## config.mk

```make
export PLATFORM = sky130hd
export DESIGN_NAME = uart_tx_fifo
export DESIGN_NICKNAME = d
export VERILOG_FILES = /design/src/rtl/uart_tx_fifo.sv
export SDC_FILE = /design/constraint.sdc
export NUM_CORES = 1
export LEC_CHECK = 0
export CAP_MARGIN = 20
export CORE_MARGIN = 8
export CORE_UTILIZATION = 52
export CTS_CLUSTER_SIZE = 10
export DETAILED_ROUTE_END_ITERATION = 10
export PLACE_DENSITY = 0.74
export SLEW_MARGIN = 25
export SYNTH_ARGS = -nofsm -noshare
export SYNTH_HDL_FRONTEND = slang
export SYNTH_SLANG_ARGS = --single-unit
```

## constraint.sdc

```tcl
create_clock -name CLK -period 2.8 [get_ports CLK]
set_input_delay 0.42 -clock CLK [delete_from_list [all_inputs] [get_ports CLK]]
set_output_delay 0.42 -clock CLK [all_outputs]
set_load 0.01 [all_outputs]
```

## src/rtl/uart_tx_fifo.sv

```systemverilog
// ============================================================================
// uart_tx_fifo : byte FIFO + dispatcher feeding the UART TX control FSM.
// Optional FIFO_LEVEL / ALMOST_FULL outputs under `UART_TX_FIFO_LEVEL_EN.
// Revision: 1.0
// ============================================================================
`default_nettype none

module uart_tx_fifo #(
  parameter int DATA_WIDTH   = 8,
  parameter int DEPTH        = 8,
  parameter int ADDR_WIDTH   = $clog2(DEPTH),
  parameter int BUSY_TIMEOUT = 4
) (
  input  logic                  CLK,
  input  logic                  RST,
  input  logic [DATA_WIDTH-1:0] WR_DATA,
  input  logic                  WR_EN,
  output logic                  FULL,
  output logic                  EMPTY,
  output logic                  WR_OVF,
  output logic [DATA_WIDTH-1:0] P_DATA,
  output logic                  Data_Valid,
  input  logic                  Busy
`ifdef UART_TX_FIFO_LEVEL_EN
  ,
  output logic [ADDR_WIDTH:0]   FIFO_LEVEL,
  output logic                  ALMOST_FULL
`endif
);

  localparam logic [ADDR_WIDTH:0] FULL_COUNT = (ADDR_WIDTH+1)'(DEPTH);
  localparam logic [2:0]          LAST_TICK  = 3'(BUSY_TIMEOUT - 1);

  typedef enum logic [1:0] {
    S_IDLE      = 2'd0,
    S_LAUNCH    = 2'd1,
    S_WAIT_BUSY = 2'd2,
    S_WAIT_DONE = 2'd3
  } state_t;

  logic [DATA_WIDTH-1:0] mem [DEPTH];
  logic [ADDR_WIDTH-1:0] wr_ptr;
  logic [ADDR_WIDTH-1:0] rd_ptr;
  logic [ADDR_WIDTH:0]   count;
  logic [2:0]            tcnt;
  state_t                state;
  logic                  push;
  logic                  pop;

  assign FULL  = (count == FULL_COUNT);
  assign EMPTY = (count == '0);
  assign push  = WR_EN && !FULL;
  assign pop   = (state == S_IDLE) && !EMPTY && !Busy;

  always_ff @(posedge CLK) begin
    if (push) mem[wr_ptr] <= WR_DATA;
  end

  always_ff @(posedge CLK or posedge RST) begin
    if (RST) begin
      wr_ptr     <= '0;
      rd_ptr     <= '0;
      count      <= '0;
      tcnt       <= '0;
      state      <= S_IDLE;
      P_DATA     <= '0;
      Data_Valid <= 1'b0;
      WR_OVF     <= 1'b0;
    end else begin
      WR_OVF     <= WR_EN && FULL;
      Data_Valid <= 1'b0;
      if (push) wr_ptr <= wr_ptr + 1'b1;
      if (pop)  rd_ptr <= rd_ptr + 1'b1;
      if (push && !pop)      count <= count + 1'b1;
      else if (pop && !push) count <= count - 1'b1;

      case (state)
        S_IDLE: begin
          if (pop) begin
            P_DATA     <= mem[rd_ptr];
            Data_Valid <= 1'b1;
            state      <= S_LAUNCH;
          end
        end
        S_LAUNCH: begin
          tcnt  <= '0;
          state <= S_WAIT_BUSY;
        end
        S_WAIT_BUSY: begin
          // A frame that never starts is abandoned, not re-offered.
          if (Busy)                   state <= S_WAIT_DONE;
          else if (tcnt == LAST_TICK) state <= S_IDLE;
          else                        tcnt  <= tcnt + 1'b1;
        end
        S_WAIT_DONE: begin
          if (!Busy) state <= S_IDLE;
        end
        default: state <= S_IDLE;
      endcase
    end
  end

`ifdef UART_TX_FIFO_LEVEL_EN
  assign FIFO_LEVEL  = count;
  assign ALMOST_FULL = (count >= FULL_COUNT - 1'b1);
`endif

endmodule

`default_nettype wire

```

### Word level (Yosys, flattened, before mapping)

Memories as Yosys holds them, arrays and structs flattened. A register that Yosys moved wholly into a read port is not among the register bits.
Index checks and enable logic that the tools add are counted.

* add/subtract/negate cells: 5
* equality and inequality tests: 10
* muxes and demuxes: 14
* reduce and logical (&&, ||, !) cells: 18

Operator list (count)
* 3-bit by 1-bit adder with 3-bit output (second input constant): 3
* 2-bit 2-to-1 mux: 4
* 4-bit 2-to-1 mux: 2
* 2-bit != test (second input constant): 4
* 2-bit one-hot mux with 4 select lines: 1
* 1-bit logical AND: 6
* 3-bit 2-to-1 mux: 2
* 3-bit one-hot mux with 2 select lines: 1
* 3-bit AND reduction: 2
* 1-bit logical NOT: 5
* 4-bit by 1-bit adder with 4-bit output (second input constant): 1
* 2-bit equality test (second input constant): 2
* 4-bit equality test (second input constant): 1
* 4-bit logical NOT: 1
* 1-bit 2-to-1 mux: 4
* 2-bit nonzero test: 2
* 4-bit by 1-bit subtractor with 4-bit output (second input constant): 1
* 3-bit by 2-bit equality test with 1-bit output (second input constant): 1
* 3-bit != test (second input constant): 1
* 2-bit by 1-bit equality test with 1-bit output (second input constant): 1
* 2-bit logical NOT: 1
* 2-bit AND reduction: 1

* register bits after elaboration: 17
* memory bits (writable): 64
* input port bits: 12
* output and inout port bits: 12
* logic and storage cells: 55
* memories: 1

Memory list
* mem: depth 8, bits a word 8, read ports 1, clocked after memory_dff 1, wr ports 1, line 41 `logic [DATA_WIDTH-1:0] mem [DEPTH];`

### Depth between registers and ports, before layout

Gate-level depths: netlist of the first run.

* depth in word-level cells: 7
* mapped depth: 10

### Least setup slack after synthesis of the first run

OpenSTA, ideal clock, no wires.

* kind: reg-to-reg
* start point: register state[0]
* end point: register count[3]
* data arrival time: 2.664 ns
* slack: 0.010 ns
* cell stages (with the launch flop): 11
* clock period less this slack: 2.790 ns
* path through: dfrtp_1 > buf_6 > or4_4 > buf_6 > ha_1 > inv_1 > ha_1 > a21o_1 > a2111oi_2 > a31oi_1 > a221o_1

* longest elaborated chain between the ends: 6
* elaborated cells on any way between the ends: 8

Ends and longest elaborated chain
* from (decl): line 46 `state_t state;`
* from (signal assigned): line 65 `state <= S_IDLE;`
* from (signal assigned): line 82 `state <= S_LAUNCH;`
* from (signal assigned): line 87 `state <= S_WAIT_BUSY;`
* 2-bit logical NOT (*): line 53 `assign pop = (state == S_IDLE) && !EMPTY && !Busy;`
* 1-bit logical AND (*) (2 in a row): line 53
* 1-bit logical NOT: line 74 `if (push && !pop) count <= count + 1'b1;`
* 1-bit logical AND: line 74
* 4-bit 2-to-1 mux or 2-bit nonzero test (tied branches)
* to (signal assigned): line 74
* to (signal assigned): line 75 `else if (pop && !push) count <= count - 1'b1;`
* to (decl): line 44 `logic [ADDR_WIDTH:0] count;`

Mark *: on every way between the ends. The rest lies on a longest branch, timed or not.
A chain may end at the register's enable or synchronous reset.

### Worst setup path after layout of the first run

* start point: register count[0]
* end point: register count[3]

* longest elaborated chain between the ends: 7
* elaborated cells on any way between the ends: 16

Ends and longest elaborated chain
* parallel branches: the longest is 7 deep, another holds 4-bit by 1-bit subtractor with 4-bit output

Parallel ways; which one is timed is not known. The select of a mux whose other input is x is not followed.

==> flow_summary.yaml, run 1 <==
global_routing:
  grt_first_pass_wirelength_mm: 10.27
  grt_max_degree: 26
  grt_pass1_vias: 2022
  grt_overflow: 0
  track_usage: 0.1360
  antenna_found_initial: 0
critical_path:
  critical_path_arrival_ns: 2.85
  r2r_cells: 9
  endpoint: "count[3]"
  r2r_slack_ns: 0.19
  cp-start-kind: "flop"
  crit_required_ns: 3.04
  rr_startpoint: "count[0]"
  r2r_end: "count[3]"
  worstSetupStartpoint: "count[0]"
  cp_max_fo: 5
  cp-end-kind: "flop"
  worstSetupPathType: "reg -> reg"
synthesis:
  synth_top_family_by_area: "multiplexers"
  synthAdderAreaFrac: 0.02936
  yosys-mux-area-fraction: 0.1273
  syn_nets: 232
  synth-seq-area-share: 0.6951
  synthSimpleGateAreaFrac: 0.06009
  yosysTopAreaCell: "edfxtp_1"
  synth_compound_gate_area_share: 0.04268
  synth_cell_type_count: 40
  synthTopCellsByCount: "edfxtp_1 (64), dfrtp_1 (25), nand2_1 (19)"
  synth_top_area_share: 0.5244
  synth-async-reset-ratio: 0.2809
  synthFlopType: "edfxtp_1"
  yosys_warnings: 0
  synthTopCellsByArea: "edfxtp_1 (52%), dfrtp_1 (17%), mux4_2 (9.8%)"
  synthesis.area_um2: 3665
  synthXorXnorAreaFrac: 0.01844
  yosysMostFrequentCell: "edfxtp_1"
  avgSynthCellArea_um2: 17.29
  netlist_instances: 212
  synth-edff-count: 64
  ys_ff_latch: 89
die:
  die_area_um2: 9990
  initial_core_util: 0.5394
  core_um2: 6794
  core.rowCount: 30
  io_pins: 24
  die_w_um: 99.95
  die_y_um: 99.95
detailed_routing:
  wl_per_cell_um: 17.73
  vias: 1899
  final_antenna_net_count: 0
  drc: 0
  finalWirelength_mm: 6.312
  drt_iter0_drc: 122
  via_per_inst: 5.334
  firstDrtPassIters: 4
timing:
  post-route-min-period_ns: 2.609
  hold_slack_ns: 0.4188
  slew_headroom: 0.4588
  final.setup.tns_ns: 0
  drv_slew: 0
  max_freq_mhz: 383.3
  setup_viol: 0
  worst_pin_slew_ns: 0.8118
  clock_skew_ns: 0.01272
  final_hold_viol_count: 0
  fin_crit_sh: 0.9318
  rsz0062_at_grt: "no"
clock_network:
  path_clk_slew_ns: 0.09
  clock_tree.root_cell: "clkbuf_8"
  cts_tree: "built"
  htree_levels: 3
  cts.repair.resized: 0
  post-cts-setup-buffers: 0
  clock_latency_ns: 0.35
  hold_buffers: 0
  cts_made_buffers: 9
  numClockSinks: 89
  clockBufferDepth: 2
power:
  powerDensity_nw_per_um2: 988.9
  p_int_mw: 2.914
  combPwrFrac: 0.325
  p_leak_nw: 1.590
  pwr-share-seq: 0.469
  switching_share: 0.3111
  clock_power_share: 0.206
  max-vdd-ir-drop_uv: 427.0
  power_switching_mw: 1.316
placed_design:
  hpwlAfterDp_mm: 4.164
  routabilityCongestion: 0.7420
  placed_area_um2: 4081
  io_buffers: 23
outcome:
  outcome: "finished, final reports clean"
finish:
  design_area_um2: 4278
  layout-drive-gt1-share: 0.2423
  fin_nets: 275
  area_delta_synth_final_pct: 16.73
  diodes: 0
hold_path:
  hp-class: "in -> async"
job:
  maxCapViolations: 0
registers in the layout, indices dropped and copies added, names as in the netlist:
name	count
count	4
wr_ptr	3
mem	64
tcnt	3
Data_Valid	1
P_DATA	8
rd_ptr	3
state	2
WR_OVF	1
cell families (layout without fill, tap and decap cells):
group                      Yosys count  count (layout)
and+or+nand+nor                     45              45
muxes                               26              26
buffers and inverters               15              63
adders and majority gates            8               8
AOI/OAI and AO/OA                   23              23
xor gates and xnor gates             6               6
DFF                                 89              89
how the worst min path moves through the flow:
stage / startpoint / to / slack, ns / depth (start not counted)
2_1_floorplan: RST / Data_Valid / 0.45 / 1
3_3_place_gp: P_DATA[3] / P_DATA[3] / 0.47 / 2
3_5_place_dp: P_DATA[7] / P_DATA[7] / 0.47 / 2
4_1_cts: RST / P_DATA[2] / 0.42 / 3
5_1_grt: RST / P_DATA[2] / 0.45 / 3
6_report: RST / count[3] / 0.42 / 3
cell usage in the layout (no fill, tap or decap), types with 2 or more instances in the layout:
cell type	count
ha_1	7
a22o_1	3
edfxtp_1	64
o21ai_0	2
o21ai_1	8
nor3_1	3
mux2i_1	8
inv_1	3
clkinv_4	2
a21oi_1	3
xnor2_1	3
nand2b_1	3
clkbuf_8	9
clkinv_2	2
nand2_1	19
mux4_2	16
nor2_1	12
clkdlybuf4s50_1	23
buf_4	20
nor4_1	2
xnor2_2	2
dfrtp_1	25
cell type report:
type,instances,area [um^2]
fill,509,2516
multi-input combinational,108,1018
inverter,4,15.01
timing repair buffer,43,380.4
sequential,89,2547
tap,96,120.1
clock buffer,10,127.6
clock inverter,6,68.82
power groups by stage:
stage	sequential, mW	clock, mW	combinational [mW]
detailed placement	2.02	0	1.39
global placement	2.01	0	1.36
finish	1.99	0.871	1.37
global route	2.03	0.932	1.52
CTS	1.99	0.886	1.39
floorplan	1.92	0	1.02
metal layers:
metal / part of all wire / up-vias / global-route usage
met5: 0 / - / 0
met4: 0.011 / 0 / 0.05588
met3: 0.060 / 6 / 0.03460
met2: 0.51 / 53 / 0.2329
met1: 0.42 / 944 / 0.1588
li1: - / 896 / -
worst max-delay path: stages, from the launching register on:
cell       delay, ns
dfrtp_1         0.47
nor4b_2         0.37
nor2b_1         0.15
ha_1            0.25
inv_1           0.08
ha_1            0.22
a21o_1          0.20
a2111oi_2       0.36
a31oi_1         0.08
a221o_1         0.33
stage by stage:
| stage | std cells | power (mW) | worst slack (ns) | util |
|---|---|---|---|---|
| global route | 356 | 4.483 | 0.04950 | 0.6297 |
| floorplan | 212 | 2.937 | 0.009581 | - |
| finish | 356 | 4.230 | 0.1910 | 0.6297 |
| detailed placement | 340 | 3.412 | -0.1335 | 0.6007 |
| global placement | 340 | 3.362 | -0.06446 | 0.6007 |
| CTS | 356 | 4.273 | 0.1878 | 0.6297 |
No activity file was read; power rests on OpenSTA's default activity.
==> run 2: changes to the inputs <==
--- a/config.mk
+++ b/config.mk
@@ -6,11 +6,12 @@
 export NUM_CORES = 1
 export LEC_CHECK = 0
 export CAP_MARGIN = 20
+export CORE_ASPECT_RATIO = 1.5
 export CORE_MARGIN = 8
 export CORE_UTILIZATION = 52
-export CTS_CLUSTER_SIZE = 10
+export CTS_CLUSTER_SIZE = 24
 export DETAILED_ROUTE_END_ITERATION = 10
-export PLACE_DENSITY = 0.74
+export PLACE_DENSITY = 0.81
 export SLEW_MARGIN = 25
 export SYNTH_ARGS = -nofsm -noshare
 export SYNTH_HDL_FRONTEND = slang
==> run 2 against run 1 <==
  * Worst setup slack got worse by 0.019 ns
  * Clock power decreased by 12%
  * Sequential share of layout area increased by 0.76 points
  * Via count decreased by 0.68%
==> flow_summary.yaml, run 2 (same netlist as run 1, synthesis figures left out) <==
global_routing:
  grt_max_degree: 26
  antenna_found_initial: 0
  grt_overflow: 0
  grt_first_pass_wirelength_mm: 10.43
  grt_pass1_vias: 2022
  track_usage: 0.1391
finish:
  diodes: 0
  largest_registers: "mem (64), P_DATA (8), count (4)"
  final_cell_mix: "edfxtp_1 (64), dfrtp_1 (25), clkdlybuf4s50_1 (23)"
  fin_nets: 274
  final_common_cell: "edfxtp_1"
  layout-drive-gt1-share: 0.2394
  largest_reg_flops: 64
  area_delta_synth_final_pct: 15.26
  regMostFlops: "mem"
die:
  die_area_um2: 10050
  core.rowCount: 37
  die_w_um: 84.55
  io_pins: 24
  die_y_um: 118.8
  initial_core_util: 0.5349
  core_um2: 6852
power:
  power_switching_mw: 1.304
  powerDensity_nw_per_um2: 979.5
  switching_share: 0.3152
  combPwrFrac: 0.334
  clock_power_share: 0.185
  max-vdd-ir-drop_uv: 383.0
  p_leak_nw: 1.572
  pwr-share-seq: 0.480
  p_int_mw: 2.833
critical_path:
  critical_path_arrival_ns: 2.87
  crit_required_ns: 3.04
  worst_path_max_delay_cell: "dfrtp_1"
  cp_max_fo: 5
  cp-end-kind: "flop"
  cp-start-kind: "flop"
  timing.critical_path.mode_cell: "ha_1"
  worstPathCellList: "nor4b_2 > nor2b_1 > ha_1 > inv_1 > ha_1 > a21o_1 > a2111oi_2 > a31oi_1 > a221o_1"
  worstSetupPathType: "reg -> reg"
  cp_slowest_stage_delay_ns: 0.46
timing:
  post-route-min-period_ns: 2.628
  drv_slew: 0
  worst_pin_slew_ns: 0.8060
  setup_viol: 0
  timing.final.ws_setup_ns: 0.1723
  fin_crit_sh: 0.9385
  slew_headroom: 0.4627
  clock_skew_ns: 0.01130
  final_hold_viol_count: 0
  rsz0062_at_grt: "no"
  hold_slack_ns: 0.4266
  max_freq_mhz: 380.6
placed_design:
  io_buffers: 23
  place_ws_ns: -0.1114
  hpwlAfterDp_mm: 4.344
  routabilityCongestion: 0.7371
clock_network:
  cts.repair.resized: 0
  clock_tree.root_cell: "clkbuf_8"
  htree_levels: 3
  clockBufferDepth: 2
  cts_made_buffers: 9
  hold_buffers: 0
  cts_tree: "built"
  post-cts-setup-buffers: 0
  numClockSinks: 89
  path_clk_slew_ns: 0.09
  clock_latency_ns: 0.36
detailed_routing:
  firstDrtPassIters: 4
  drc: 0
  drt_iter0_drc: 107
  wl_per_cell_um: 18.98
  final_antenna_net_count: 0
  finalWirelength_mm: 6.395
  vias: 1886
  via_per_inst: 5.596
outcome:
  outcome: "finished, final reports clean"
hold_path:
  hp-class: "in -> async"
job:
  maxCapViolations: 0
-- run 2: cell count changes in the layout (fill, tap and decap cells not counted) --
| cell | before | now |
|---|---|---|
| clkinv_4 | 2 | 1 |
| inv_8 | 1 | 0 |
| clkinv_2 | 2 | 3 |
| clkinvlp_4 | 0 | 1 |
| clkbuf_8 | 9 | 10 |
| bufinv_16 | 1 | 0 |
| buf_4 | 20 | 19 |
-- run 2: final cells by class --
type	count	area, um^2
fillers	497	2628
well taps	78	97.59
flip-flops and latches	89	2547
clock buffers	11	141.4
multi-input cells	108	1018
repair buffers	42	372.9
inverters	4	15.01
clock inverters	5	31.28
-- run 2: path summary, 6_finish.rpt --
kind,endpoint,slack (ns),startpoint,cells after the start
max,count[3],0.17,count[0],9
min,P_DATA[5],0.43,RST,3
max reg2reg,count[3],0.17,count[0],9
min reg2reg,P_DATA[0],0.49,P_DATA[0],2
max in group asynchronous,wr_ptr[0],2.12,RST,3
min in group CLK,P_DATA[0],0.49,P_DATA[0],2
-- run 2: metal layers --
| layer | global-route usage | share of wire | vias to the layer above |
|---|---|---|---|
| li1 | - | - | 884 |
| met1 | 0.1460 | 0.39 | 961 |
| met2 | 0.2463 | 0.56 | 32 |
| met3 | 0.03235 | 0.032 | 9 |
| met4 | 0.08399 | 0.027 | 0 |
| met5 | 0 | 0 | - |
-- run 2: metrics by stage --
step	power [mW]	util	instance area (um^2)	std cells	TNS, ns
detailed placement	3.431	0.5913	4051	321	-0.1114
CTS	4.202	0.6165	4224	337	0
finish	4.137	0.6165	4224	337	0
global placement	3.338	0.5913	4051	321	-0.05837
global route	4.375	0.6165	4224	337	0
floorplan	2.937	-	3665	212	0
-- run 2: power groups by stage --
stage | registers [mW] | clock network [mW] | logic, mW
2_1_floorplan | 1.92 | 0 | 1.02
3_3_place_gp | 2.00 | 0 | 1.34
3_5_place_dp | 2.02 | 0 | 1.41
4_1_cts | 1.99 | 0.795 | 1.41
5_1_grt | 2.03 | 0.837 | 1.51
6_report | 1.99 | 0.767 | 1.38
-- run 2: critical path: cells and delay by family (launching register included) --
family / cells / cell delay, ns
compound gates: 4 / 0.94
fa+ha+maj: 2 / 0.47
buf+inv: 1 / 0.08
flops: 1 / 0.46
simple gates: 2 / 0.56
